==> src/rtl/axil_arb_pkg.sv <==
// Shared types for the two-port AXI4-Lite master arbiter: FSM states,
// requester index type and requester count.
package axil_arb_pkg;

    localparam int NUM_REQ = 2;

    typedef logic [$clog2(NUM_REQ)-1:0] req_idx_t;

    typedef enum logic [2:0] {
        IDLE  = 3'd0,
        WADDR = 3'd1,
        WRESP = 3'd2,
        RADDR = 3'd3,
        RDATA = 3'd4,
        DONE  = 3'd5
    } arb_state_e;

endpackage

==> src/rtl/axil_rr_arb2.sv <==
// Two-way round-robin picker: a lone requester wins outright, a tie goes to
// the port that did not win last time. Output is one-hot or zero.
module axil_rr_arb2
    import axil_arb_pkg::*;
(
    input  logic [NUM_REQ-1:0] req,
    input  req_idx_t           last_grant,
    output logic [NUM_REQ-1:0] gnt
);

    always_comb begin
        gnt = '0;
        case (req)
            2'b01:   gnt = 2'b01;
            2'b10:   gnt = 2'b10;
            2'b11:   gnt = (last_grant == 1'b1) ? 2'b01 : 2'b10;
            default: gnt = '0;
        endcase
    end

endmodule

==> src/rtl/axil_master_arbiter.sv <==
// Shares one AXI4-Lite master port between two requesters, one transaction at
// a time. Optional watchdog enabled by defining AXIL_ARB_TIMEOUT_EN.
//
// Handshakes: every AXI channel transfers on a cycle where valid && ready are
// both high; a valid, once raised, is held with stable payload until that
// cycle. Requesters hold rq_valid until rq_ready pulses (the transfer cycle);
// rs_valid is a one-cycle completion pulse with no back-pressure.
module axil_master_arbiter
    import axil_arb_pkg::*;
#(
    parameter int AXI_ADDR_WIDTH = 5,
    parameter int AXI_DATA_WIDTH = 32,
    parameter int TIMEOUT_CYCLES = 64
) (
    input  logic                      aclk,
    input  logic                      areset,
    input  logic [NUM_REQ-1:0]        rq_valid,
    output logic [NUM_REQ-1:0]        rq_ready,
    input  logic [NUM_REQ-1:0]        rq_write,
    input  logic [AXI_ADDR_WIDTH-1:0] rq_addr0,
    input  logic [AXI_ADDR_WIDTH-1:0] rq_addr1,
    input  logic [AXI_DATA_WIDTH-1:0] rq_wdata0,
    input  logic [AXI_DATA_WIDTH-1:0] rq_wdata1,
    output logic [NUM_REQ-1:0]        rs_valid,
    output logic [AXI_DATA_WIDTH-1:0] rs_rdata,
    output logic                      rs_err,
    output logic [AXI_ADDR_WIDTH-1:0] m_awaddr,
    output logic                      m_awvalid,
    input  logic                      m_awready,
    output logic [AXI_DATA_WIDTH-1:0] m_wdata,
    output logic                      m_wvalid,
    input  logic                      m_wready,
    input  logic                      m_bvalid,
    output logic                      m_bready,
    output logic [AXI_ADDR_WIDTH-1:0] m_araddr,
    output logic                      m_arvalid,
    input  logic                      m_arready,
    input  logic [AXI_DATA_WIDTH-1:0] m_rdata,
    input  logic                      m_rvalid,
    output logic                      m_rready,
    output arb_state_e                dbg_state
);

    arb_state_e                state_q, state_n, state_d;
    req_idx_t                  grant_q, last_grant_q, win_idx;
    logic [NUM_REQ-1:0]        gnt;
    logic [AXI_ADDR_WIDTH-1:0] addr_q;
    logic [AXI_DATA_WIDTH-1:0] wdata_q, rdata_q;
    logic                      aw_done_q, w_done_q;
    logic                      aw_hs, w_hs, ar_hs, rd_capture, timeout_fire;

    axil_rr_arb2 u_rr (
        .req        (rq_valid),
        .last_grant (last_grant_q),
        .gnt        (gnt)
    );

    assign win_idx   = gnt[1];
    assign rq_ready  = (state_q == IDLE) ? gnt : '0;
    assign rs_valid  = (state_q == DONE) ? (2'b01 << grant_q) : '0;
    assign rs_rdata  = rdata_q;
    assign dbg_state = state_q;

    assign m_awaddr  = addr_q;
    assign m_araddr  = addr_q;
    assign m_wdata   = wdata_q;
    assign m_awvalid = (state_q == WADDR) && !aw_done_q;
    assign m_wvalid  = (state_q == WADDR) && !w_done_q;
    assign m_bready  = (state_q == WRESP);
    assign m_arvalid = (state_q == RADDR);
    // Held through RDATA too, so a one-cycle rvalid is never dropped.
    assign m_rready  = (state_q == RADDR) || (state_q == RDATA);

    assign aw_hs = m_awvalid && m_awready;
    assign w_hs  = m_wvalid && m_wready;
    assign ar_hs = m_arvalid && m_arready;
    assign rd_capture = ((state_q == RADDR) && ar_hs && m_rvalid) ||
                        ((state_q == RDATA) && m_rvalid);

    always_comb begin
        state_n = state_q;
        case (state_q)
            IDLE:    if (|gnt) state_n = rq_write[win_idx] ? WADDR : RADDR;
            WADDR:   if ((aw_done_q || aw_hs) && (w_done_q || w_hs)) state_n = WRESP;
            WRESP:   if (m_bvalid) state_n = DONE;
            RADDR:   if (ar_hs) state_n = m_rvalid ? DONE : RDATA;
            RDATA:   if (m_rvalid) state_n = DONE;
            DONE:    state_n = IDLE;
            default: state_n = IDLE;
        endcase
        state_d = timeout_fire ? DONE : state_n;
    end

    always_ff @(posedge aclk) begin
        if (areset) begin
            state_q      <= IDLE;
            grant_q      <= '0;
            last_grant_q <= 1'b1;
            addr_q       <= '0;
            wdata_q      <= '0;
            rdata_q      <= '0;
            aw_done_q    <= 1'b0;
            w_done_q     <= 1'b0;
        end else begin
            state_q <= state_d;
            if ((state_q == IDLE) && (|gnt)) begin
                grant_q      <= win_idx;
                last_grant_q <= win_idx;
                addr_q       <= (win_idx == 1'b1) ? rq_addr1 : rq_addr0;
                wdata_q      <= (win_idx == 1'b1) ? rq_wdata1 : rq_wdata0;
                aw_done_q    <= 1'b0;
                w_done_q     <= 1'b0;
            end
            if (state_q == WADDR) begin
                if (aw_hs) aw_done_q <= 1'b1;
                if (w_hs)  w_done_q  <= 1'b1;
            end
            if (rd_capture) rdata_q <= m_rdata;
        end
    end

`ifdef AXIL_ARB_TIMEOUT_EN
    localparam int CNT_W = $clog2(TIMEOUT_CYCLES + 1);

    logic [CNT_W-1:0] to_cnt_q;
    logic             err_q;

    // A genuine response arriving on the limit cycle takes precedence.
    assign timeout_fire = (state_q inside {WADDR, WRESP, RADDR, RDATA}) &&
                          (to_cnt_q == CNT_W'(TIMEOUT_CYCLES - 1)) &&
                          (state_n != DONE);
    assign rs_err = err_q;

    always_ff @(posedge aclk) begin
        if (areset || (state_q == IDLE)) begin
            to_cnt_q <= '0;
        end else if (to_cnt_q != CNT_W'(TIMEOUT_CYCLES)) begin
            to_cnt_q <= to_cnt_q + CNT_W'(1);
        end
    end

    always_ff @(posedge aclk) begin
        if (areset) begin
            err_q <= 1'b0;
        end else if (timeout_fire) begin
            err_q <= 1'b1;
        end else if ((state_n == DONE) && (state_q != DONE)) begin
            err_q <= 1'b0;
        end
    end
`else
    assign timeout_fire = 1'b0;
    assign rs_err       = 1'b0;
`endif

endmodule

==> config.mk <==
export PLATFORM = sky130hd
export DESIGN_NAME = axil_master_arbiter
export DESIGN_NICKNAME = d
export VERILOG_FILES = /design/src/rtl/axil_arb_pkg.sv /design/src/rtl/axil_rr_arb2.sv /design/src/rtl/axil_master_arbiter.sv
export SDC_FILE = /design/constraint.sdc
export NUM_CORES = 1
export LEC_CHECK = 0
export BUFFER_PORTS_ARGS = -buffer_cell sky130_fd_sc_hd__clkbuf_2
export CAP_MARGIN = 20
export CORE_ASPECT_RATIO = 0.9
export CORE_MARGIN = 2
export CORE_UTILIZATION = 46
export DETAILED_ROUTE_END_ITERATION = 8
export PLACE_DENSITY = 0.86
export RECOVER_POWER = 25
export SYNTH_ARGS = -nofsm -noshare
export SYNTH_HDL_FRONTEND = slang
export SYNTH_SLANG_ARGS = --single-unit
export TNS_END_PERCENT = 100
==> constraint.sdc <==
create_clock -name aclk -period 2.55 [get_ports aclk]
set_input_delay 0.51 -clock aclk [delete_from_list [all_inputs] [get_ports aclk]]
set_output_delay 0.51 -clock aclk [all_outputs]
set_load 0.05 [all_outputs]
==> flow_metrics.py <==
metrics = {
    "synth": {
        "async_reset_ff_share_pct": 0,
        "synth_common_cells": "dfxtp_1 (76), a21oi_1 (75), nand2_1 (70), inv_1 (39), o221a_1 (37)",
        "synth_top_area_share_pct": 47.8,
        "synth-seq-cells": 76,
        "syn-num-nets": 489,
        "yosysMostFrequentCell": "dfxtp_1",
        "netlist_area_mm2": 0.00318,
        "synth_seq_area_share_pct": 47.8,
        "synth_edf_count": 0,
        "yosysWarnings": 0,
        "netlist_instances": 372,
        "syn-mean-instance-area_um2": 8.55,
        "synth_ff_type": "dfxtp_1",
        "synth_top_area_cell": "dfxtp_1",
        "synth_cell_types": 38,
        "synth_area_leaders": "dfxtp_1 (48%), o221a_1 (13%), a21oi_1 (12%)",
    },
    "timing": {
        "finalClockSkew_ns": 0.00855,
        "worst_slew_pin_slew_ns": 0.773,
        "worst_slack_ns": 0.228,
        "setup_violations": 0,
        "final-hold-violation-count": 0,
        "slew_headroom_pct": 48.5,
        "final_max_slew_viol_count": 0,
        "period_minus_slack_ns": 2.32,
        "rsz0062_at_grt": "false",
        "max_freq_mhz": 431,
        "fin_crit_sh_pct": 91.0,
    },
    "power": {
        "swShare_pct": 49.6,
        "power.density_mw_per_mm2": 1290,
        "p_switching_mw": 2.82,
        "p_leak_nw": 1.96,
        "combPwrFrac_pct": 52.2,
        "clkPwrFrac_pct": 17.9,
        "p_int_mw": 2.86,
        "total_power_mw": 5.69,
        "vdd_drop_max_mv": 0.546,
        "power_frac_seq_pct": 29.8,
    },
    "drt": {
        "num_vias": 3352,
        "drcViolationCount": 0,
        "dr.first_iter.drc_count": 151,
        "firstDrtPassIters": 5,
        "avgRoutedWirePerCell_um": 14.5,
        "wl_mm": 9.45,
        "via_per_inst": 5.13,
        "ant_nets": 0,
    },
    "layout": {
        "areaGrowthSynthToFinish_pct": 38.6,
        "drive_above_1_share_pct": 34.8,
        "layout.nets": 676,
        "antenna_cells": 0,
    },
    "critical_path": {
        "crit_path_end_kind": "primary output",
        "crit_type": "flip-flop to primary output",
        "worst-path-max-fanout": 13,
        "cp.arrival_ns": 1.81,
        "worstSetupStartpointType": "flip-flop",
        "worstPathRequired_ns": 2.04,
    },
    "worst_hold_path": {
        "hp-class": "primary input to flip-flop",
    },
    "run_status": {
        "status": "completed",
    },
    "global_route": {
        "grt_pass1_wl_mm": 15.1,
        "grt_max_degree": 42,
        "antenna_found_initial": 0,
        "grt_use_total_pct": 24.3,
        "grt.overflow.total": 0,
        "grt_pass1_vias": 3250,
    },
    "clocking": {
        "root_buffer": "clkbuf_8",
        "postCtsSetupBuffers": 0,
        "cts_tree": "done",
        "cts-resized-gates": 0,
        "cts_buffers": 9,
        "clock_path_buffers": 2,
        "ctsHoldBuffers": 0,
        "clkSlewWorstSetupHoldPaths_ns": 0.08,
        "htreeDepth": 3,
        "clkLatencyLatePin_ns": 0.34,
        "cts_sinks": 76,
    },
    "place": {
        "detailed_place_hpwl_mm": 7.04,
        "gp_congestion": 0.805,
        "port-buffer-count": 202,
        "post-place-ws_ns": 0.594,
    },
    "die": {
        "ios": 204,
        "start_util_pct": 48.0,
        "die_area_mm2": 0.00760,
        "rows": 28,
        "die_w_um": 91.7,
        "dieHeight_um": 82.9,
        "coreArea_mm2": 0.00662,
    },
    "flow_run": {
        "cap_violations": 0,
    },
}
critical path, stage by stage (launching register included):
cell and delay (ns):
dfxtp_1 0.58, or3b_2 0.53, nand2b_2 0.08, clkbuf_2 0.29
placed cells by master, fill, tap and decap left out, types with 2 or more instances in the layout:
cell / count
a21oi_1: 75
and4b_1: 2
buf_4: 8
bufinv_16: 2
clkbuf_1: 40
clkbuf_2: 162
clkbuf_8: 11
dfxtp_1: 76
inv_1: 39
nand2_1: 70
nand2b_1: 3
nand3b_1: 3
nand4_1: 2
nor2_1: 3
nor3b_2: 2
o21ai_2: 2
o221a_1: 37
power groups by stage:
stage,clock (mW),sequential (mW),combinational [mW]
after global placement,0,1.70,2.95
after detailed placement,0,1.72,3.02
after global routing,1.10,1.73,3.15
final,1.02,1.70,2.97
after CTS,1.04,1.70,3.03
after floorplan,0,2.73,1.33
routing by layer:
| metal | track usage [%] | share of wire (%) |
|---|---|---|
| met5 | 0 | 0 |
| met4 | 8.26 | 1.9 |
| met1 | 27.0 | 39 |
| met3 | 9.17 | 8.8 |
| met2 | 42.3 | 50 |
flip-flops by register name, indices dropped and copies added (netlist names):
signal / count
grant_q: 1
rs_rdata: 32
m_araddr: 5
aw_done_q: 1
w_done_q: 1
dbg_state: 3
m_wdata: 32
last_grant_q: 1
cells by family (layout without fill, tap and decap cells):
| family | after synthesis | in the layout | share of synthesized area, % |
|---|---|---|---|
| compound gates | 125 | 125 | 28.0 |
| other cells | 1 | 1 | 0.118 |
| buf+inv | 75 | 266 | 10.0 |
| flops | 76 | 76 | 47.8 |
| simple gates | 94 | 94 | 13.7 |
| mux | 1 | 1 | 0.315 |
final cells by class:
type	count	area [um2]
Fill cell	570	2210
Sequential cell	76	1520
Multi-Input combinational cell	221	1360
Timing Repair Buffer	211	1040
Clock buffer	11	151
Inverter	40	150
Tap cell	90	113
Clock inverter	4	72.6
per-stage QoR:
stage	cell area [um2]	util [%]	setup TNS [ns]	hold WS (ns)	instances
floorplan	3190	-	-0.0349	0.453	372
finish	4410	66.6	0	0.386	653
CTS	4460	67.3	0	0.372	653
global route	4410	66.6	0	0.361	653
global placement	4230	63.9	0	0.441	638
detailed placement	4230	63.9	0	0.448	638
final timing paths:
check,startpoint,end,slack (ns),cells past startpoint
setup / recovery,dbg_state[2]$_SDFFE_PP0P_,m_rready,0.23,3
hold / removal,m_rdata[26],rs_rdata[26]$_SDFFE_PP0P_,0.39,3
setup reg to reg,dbg_state[2]$_SDFFE_PP0P_,rs_rdata[19]$_SDFFE_PP0P_,0.70,5
hold reg to reg,rs_rdata[13]$_SDFFE_PP0P_,rs_rdata[13]$_SDFFE_PP0P_,0.45,2
(Power assumes the default switching activity.)
